## src/rtl/rv32m_pkg.sv

```systemverilog
// Shared RV32M definitions: funct3 encodings, divider FSM states and
// the two bit patterns used by the RISC-V divide special cases.
package rv32m_pkg;

  localparam logic [2:0] F3_DIV  = 3'b100;
  localparam logic [2:0] F3_DIVU = 3'b101;
  localparam logic [2:0] F3_REM  = 3'b110;
  localparam logic [2:0] F3_REMU = 3'b111;

  localparam logic [31:0] INT_MIN  = 32'h8000_0000;
  localparam logic [31:0] ALL_ONES = 32'hFFFF_FFFF;

  typedef enum logic [1:0] {
    IDLE = 2'd0,
    CALC = 2'd1,
    DONE = 2'd2
  } div_state_t;

endpackage

```

## src/rtl/div_unit_if.sv

```systemverilog
// Issue/complete bus between the execute stage (master) and the divider (slave).
// Handshake: an issue is taken when start=1 and funct3[2]=1 while the divider
// is idle; busy covers the compute cycles and done is a one-cycle pulse with out valid.
interface div_unit_if #(
  parameter int XLEN = 32
);
  logic            start;
  logic [2:0]      funct3;
  logic [XLEN-1:0] value1;
  logic [XLEN-1:0] value2;
  logic            busy;
  logic            done;
  logic [XLEN-1:0] out;

  modport master (
    output start, funct3, value1, value2,
    input  busy, done, out
  );

  modport slave (
    input  start, funct3, value1, value2,
    output busy, done, out
  );
endinterface

```

## src/rtl/div_unit.sv

```systemverilog
// Iterative restoring divider for div/divu/rem/remu: one quotient bit per
// cycle, with divide-by-zero and signed overflow resolved at issue.
module div_unit
  import rv32m_pkg::*;
#(
  parameter int XLEN = 32
) (
  input  logic        clk,
  input  logic        rst,
  div_unit_if.slave   bus,
  output div_state_t  dbg_state
);

  localparam int CW = $clog2(XLEN);
  localparam logic [XLEN-1:0] MIN_NEG = {1'b1, {(XLEN-1){1'b0}}};
  localparam logic [XLEN-1:0] ONES    = {XLEN{1'b1}};

  div_state_t      state_q, state_d;
  logic [CW-1:0]   cnt_q;
  logic [XLEN-1:0] rem_q, quo_q, dvs_q, out_q;
  logic            neg_quo_q, neg_rem_q, is_rem_q;

  logic            accept, is_signed, sign1, sign2;
  logic            div_zero, overflow, special, last_step;
  logic [XLEN-1:0] mag1, mag2;
  logic [XLEN:0]   shifted, trial;
  logic [XLEN-1:0] rem_n, quo_n, final_val;

  // Issue decode and operand conditioning.
  always_comb begin
    accept    = (state_q == IDLE) && bus.start && bus.funct3[2];
    is_signed = ~bus.funct3[0];
    sign1     = is_signed & bus.value1[XLEN-1];
    sign2     = is_signed & bus.value2[XLEN-1];
    mag1      = sign1 ? (~bus.value1 + 1'b1) : bus.value1;
    mag2      = sign2 ? (~bus.value2 + 1'b1) : bus.value2;
    div_zero  = (bus.value2 == '0);
    overflow  = is_signed && (bus.value1 == MIN_NEG) && (bus.value2 == ONES);
    special   = div_zero | overflow;
    last_step = (cnt_q == CW'(XLEN-1));
  end

  // Restoring step; the partial remainder stays below the divisor, so only
  // the trial difference needs the extra sign bit.
  always_comb begin
    shifted = {rem_q, quo_q[XLEN-1]};
    trial   = shifted - {1'b0, dvs_q};
    if (!trial[XLEN]) begin
      rem_n = trial[XLEN-1:0];
      quo_n = {quo_q[XLEN-2:0], 1'b1};
    end else begin
      rem_n = shifted[XLEN-1:0];
      quo_n = {quo_q[XLEN-2:0], 1'b0};
    end
    if (is_rem_q) final_val = neg_rem_q ? (~rem_n + 1'b1) : rem_n;
    else          final_val = neg_quo_q ? (~quo_n + 1'b1) : quo_n;
  end

  always_ff @(posedge clk) begin
    if (rst) state_q <= IDLE;
    else     state_q <= state_d;
  end

  always_comb begin
    state_d = state_q;
    case (state_q)
      IDLE:    if (accept) state_d = special ? DONE : CALC;
      CALC:    if (last_step) state_d = DONE;
      DONE:    state_d = IDLE;
      default: state_d = IDLE;
    endcase
  end

  always_comb begin
    bus.busy  = (state_q == CALC);
    bus.done  = (state_q == DONE);
    bus.out   = out_q;
    dbg_state = state_q;
  end

  // out_q is written on the edge into DONE so it is valid alongside done.
  always_ff @(posedge clk) begin
    if (rst) begin
      cnt_q     <= '0;
      rem_q     <= '0;
      quo_q     <= '0;
      dvs_q     <= '0;
      out_q     <= '0;
      neg_quo_q <= 1'b0;
      neg_rem_q <= 1'b0;
      is_rem_q  <= 1'b0;
    end else begin
      case (state_q)
        IDLE: begin
          if (accept) begin
            is_rem_q <= bus.funct3[1];
            if (div_zero) begin
              out_q <= bus.funct3[1] ? bus.value1 : ONES;
            end else if (overflow) begin
              out_q <= bus.funct3[1] ? '0 : MIN_NEG;
            end else begin
              cnt_q     <= '0;
              rem_q     <= '0;
              quo_q     <= mag1;
              dvs_q     <= mag2;
              neg_quo_q <= sign1 ^ sign2;
              neg_rem_q <= sign1;
            end
          end
        end
        CALC: begin
          rem_q <= rem_n;
          quo_q <= quo_n;
          cnt_q <= cnt_q + CW'(1);
          if (last_step) out_q <= final_val;
        end
        default: ;
      endcase
    end
  end

endmodule

```

## src/flat_wrapper.sv

```systemverilog
// flat-port wrapper written by rule: the top's interface ports become plain ports
module div_unit_flat import rv32m_pkg::*;
#(
  parameter int XLEN = 32
)
  (clk, rst, dbg_state, bus_start, bus_funct3, bus_value1, bus_value2, bus_busy, bus_done, bus_out);
  div_unit_if #(.XLEN(XLEN)) bus_i ();
  input  logic clk;
  input  logic rst;
  output div_state_t dbg_state;
  input wire logic [$bits(bus_i.start)-1:0] bus_start;
  input wire logic [$bits(bus_i.funct3)-1:0] bus_funct3;
  input wire logic [$bits(bus_i.value1)-1:0] bus_value1;
  input wire logic [$bits(bus_i.value2)-1:0] bus_value2;
  output wire logic [$bits(bus_i.busy)-1:0] bus_busy;
  output wire logic [$bits(bus_i.done)-1:0] bus_done;
  output wire logic [$bits(bus_i.out)-1:0] bus_out;
  assign bus_i.start = bus_start;
  assign bus_i.funct3 = bus_funct3;
  assign bus_i.value1 = bus_value1;
  assign bus_i.value2 = bus_value2;
  assign bus_busy = bus_i.busy;
  assign bus_done = bus_i.done;
  assign bus_out = bus_i.out;
  div_unit #(.XLEN(XLEN)) u_core (.clk(clk), .rst(rst), .bus(bus_i), .dbg_state(dbg_state));
endmodule
```

## config.mk

```make
export PLATFORM = sky130hd
export DESIGN_NAME = div_unit_flat
export DESIGN_NICKNAME = d
export VERILOG_FILES = /design/src/rtl/rv32m_pkg.sv /design/src/rtl/div_unit_if.sv /design/src/rtl/div_unit.sv /design/src/flat_wrapper.sv
export SDC_FILE = /design/constraint.sdc
export NUM_CORES = 1
export LEC_CHECK = 0
export CAP_MARGIN = 10
export CORE_ASPECT_RATIO = 1.75
export CORE_MARGIN = 2
export CORE_UTILIZATION = 35
export CTS_CLUSTER_DIAMETER = 200
export DETAILED_ROUTE_END_ITERATION = 10
export GPL_TIMING_DRIVEN = 0
export SLEW_MARGIN = 30
export SYNTH_ARGS = -nofsm -noshare
export SYNTH_HDL_FRONTEND = slang
export SYNTH_SLANG_ARGS = --single-unit
```

## constraint.sdc

```tcl
create_clock -name clk -period 6.1 [get_ports clk]
set_clock_uncertainty 0.1 [all_clocks]
set_input_delay 1.22 -clock clk [delete_from_list [all_inputs] [get_ports clk]]
set_output_delay 1.22 -clock clk [all_outputs]
set_load 0.01 [all_outputs]
```

==> metrics.md <==
| Metric | Value |
|---|---|
| Status | completed |
| CTS tree | built |
| Clock transition at path regs | roughly 70 ps |
| Arr. time, crit path | 6160 ps |
| HPWL after DPL | 41900 um |
| # setup viols final | 0 |
| Row count | 88 |
| Pwr/cell area | approximately 270 nW/um^2 |
| Core area | 33000 um^2 |
| Setup TNS | 0 ps |
| Leakage | 5.07 nW |
| Routed Antenna Nets | 0 |
| Worst path slowest cell | dfxtp_1 |
| Post-layout min period | 5870 ps |
| Max transition margin | 0.325 |
| Hold-fix buffers, CTS | 0 |
| Global-route wire length before repair | roughly 77000 um |
| Synth top area share | 0.236 |
| Most common cell after layout, fill and taps aside | nor2_1 |
| Inst Count DP | 2064 |
| Initial antenna violation count | 1 |
| GP Congestion | about 0.98 |
| Internal | 0.00215 W |
| Tcrit/Tclk final | 0.963 |
| Largest net degree at the start of global routing | 17 |
| Cell taking the most area after synthesis | dfxtp_1 |
| Synth cell types | 90 |
| Drt first pass iters | 5 |
| # port buffers | about 110 |
| Final slew viol count | 0 |
| Chip width | 142 um |
| Post-synthesis cell count | 1554 |
| Synth async-reset ratio | 0 |
| Slew @ Worst Pin | 1010 ps |
| RSZ-0062 raised after global routing | false |
| Fmax | approximately 170 MHz |
| Avg Inst Size Synth | 7.55 um^2 |
| Congestion Overflow GR | 0 |
| Vias post-DR | around 13000 |
| Cell depth of the worst setup path | 26 |
| Clk pwr share | 0.286 |
| Top cells by area, synth | dfxtp_1 24%, nor2_1 6.5%, xor2_1 5.5% |
| Sw frac | 0.422 |
| CP Launch Type | flip-flop |
| Setup slack after layout | 227 ps |
| Clock sinks | 138 |
| Psw | ~0.0016 W |
| Area growth syn-to-layout | 18.7% |
| Drt drc | 0 |
| Hold Path Class | reg -> reg |
| Worst path top cell family by delay | simple AND/OR/NAND/NOR gates |
| GR Util All Layers | 0.292 |
| Share of layout cells above drive strength 1 | 0.0799 |
| Initial DRC count | about 1100 |
| Ys flop type | dfxtp_1 |
| Most frequent cells in the layout | 204 x nor2_1, 137 x dfxtp_1, 109 x nand2_1 |
| Synth warnings | 0 |
| Worst skew pair latency | 460 ps |
| Seq/Total Area, Yosys | 0.236 |
| Worst VDD drop | between 200 and 250 uV |
| Net count after synthesis | 1664 |
| Post-layout util | 0.421 |
| Routed WL | just over 50000 um |
| Ant diodes | 0 |
| Max Cap Viol | 0 |
| Final Power | 0.00372 W |
| Hold depth | 2 |
| Register bit total from synthesis | 138 |
| Avg WL per Cell | between 20 and 25 um |
| Cell area after synthesis | 11700 um^2 |
| Die Span Y | 246 um |
| Inserted Clock Buffers | 17 |
| Post-CTS setup buffer count | 0 |
| Final Hold Fails | 0 |
| Reg2Reg Depth | 26 |
| Buf/Inv on CP | 6 |
| Pre-CTS WS | -327 ps |
| CTS H-tree lvls | 4 |
| Number of I/O pins | 106 |
| Data required time of the worst path | about 6400 ps |
| CTS Root Cell | clkbuf_16 |
| Slowest Stage Delay on Critical Path | 420 ps |
| Starting Density | 0.355 |
| Number of buffers on the longest clock path | 2 |
| Vias per inst | ~6.1 |
| Comb power frac | 0.449 |
| Vias in the first global route | 12600 |
| Sequential Power Share | 0.266 |
| Crit Path Class | reg -> reg |
| Die Area | 35000 um^2 |
| Crit end category | flip-flop |
| Final #Nets | approximately 1800 |
| Post-synth EDFFs | 0 |
| Crit path max fanout | 10 |
| Non-Filler Instances | 2095 |
## final cells by class
| class | instances | area (um^2) |
|---|---|---|
| tap | 405 | 507 |
| clock inverter | 13 | 146 |
| sequential | 138 | 2770 |
| buffer | 103 | 507 |
| clock buffer | 18 | 429 |
| inverter | 60 | 225 |
| fill | 3449 | 19100 |
| multi-input combinational | 1253 | 8290 |
| timing repair buffer | 105 | 1050 |
## sequential cells by signal (all words and copies together) (netlist names)
signal,count
u_core.cnt_q,5
u_core.bus.out,32
u_core.neg_quo_q,1
u_core.quo_q,32
u_core.neg_rem_q,1
u_core.dbg_state,2
u_core.dvs_q,32
u_core.is_rem_q,1
u_core.rem_q,32
## metal layers
layer | vias up | part of all wire | track usage
met5 | - | 0 | 0
met4 | 0 | 0.10 | 0.260
met3 | 190 | 0.042 | 0.0330
met2 | 530 | 0.51 | 0.531
met1 | 6111 | 0.34 | 0.287
li1 | 5998 | - | -
## worst register-to-register path: cells and delay by family (launching register included)
kind / cells / cell delay, ps
xor gates and xnor gates: 1 / 130
AOI/OAI and AO/OA: 8 / 1640
buffers and inverters: 6 / 880
adders and majority gates: 3 / 910
and+or+nand+nor: 8 / 1710
DFF: 1 / 420
## stage by stage
stage | hold WS, ps | area, um^2
floorplan | 351 | 11700
global placement | 365 | 13300
detailed placement | 371 | 13300
CTS | 380 | 13900
global route | 393 | 13900
finish | 385 | 13900
## worst paths after layout
check,start,to,slack [ps]
worst min register to register,u_core.dvs_q[31]$_SDFFE_PP0P_,u_core.dvs_q[31]$_SDFFE_PP0P_,390
worst max-delay path,u_core.dvs_q[0]$_SDFFE_PP0P_,u_core.bus.out[24]$_SDFFE_PP0P_,230
worst max register to register,u_core.dvs_q[0]$_SDFFE_PP0P_,u_core.bus.out[24]$_SDFFE_PP0P_,230
worst min-delay path,u_core.dvs_q[31]$_SDFFE_PP0P_,u_core.dvs_q[31]$_SDFFE_PP0P_,390
## synth_stat cells, types with 5 or more instances
cell type / instances
and2_1: 16
a221oi_1: 11
o21ai_1: 14
xnor2_1: 58
nand2_1: 109
inv_1: 59
dfxtp_1: 138
mux2_2: 9
nand4_1: 22
a21oi_2: 5
clkbuf_1: 69
ha_1: 39
o41ai_1: 10
nand3_1: 26
or3_1: 26
and4_1: 10
a21o_1: 15
buf_6: 10
a311oi_1: 6
o31ai_1: 24
nand2b_1: 12
a31oi_1: 12
nor4_1: 23
a222oi_1: 29
or4_1: 15
nor3_1: 52
o21a_1: 5
o21ai_0: 95
o22ai_1: 7
a2111oi_0: 5
a21oi_1: 91
xor2_1: 73
and3_1: 10
a22oi_1: 23
a211oi_1: 41
o211ai_1: 27
mux2i_1: 21
buf_2: 17
nor2_1: 204
or2_2: 9
o21bai_1: 5
nor2b_1: 13
## power groups by stage
| stage | Clock, W | Combinational [W] | Sequential (W) |
|---|---|---|---|
| final | 0.00106 | 0.00167 | 0.000989 |
| after global routing | 0.00109 | 0.00178 | 0.000993 |
| after CTS | 0.00106 | 0.00162 | 0.000987 |
| after detailed placement | 0 | 0.00160 | 0.00101 |
| after global placement | 0 | 0.00160 | 0.00101 |
| after floorplan | 0 | 0.00111 | 0.000989 |
## repair_timing
item,CTS,global route
setup endpoints to repair,10,7
resized for setup,7,9
pin swaps,0,3
## kinds of logic (layout without fill, tap and decap cells)
kind of cell	Yosys count	count (layout)	synth area share
AOI/OAI and AO/OA	476	476	0.288
adders and majority gates	40	40	0.0433
DFF	138	138	0.236
muxes	35	35	0.0329
buffers and inverters	163	299	0.0617
and+or+nand+nor	571	571	0.241
xor gates and xnor gates	131	131	0.0979
Note: power is estimated with default switching activity, not from simulation.
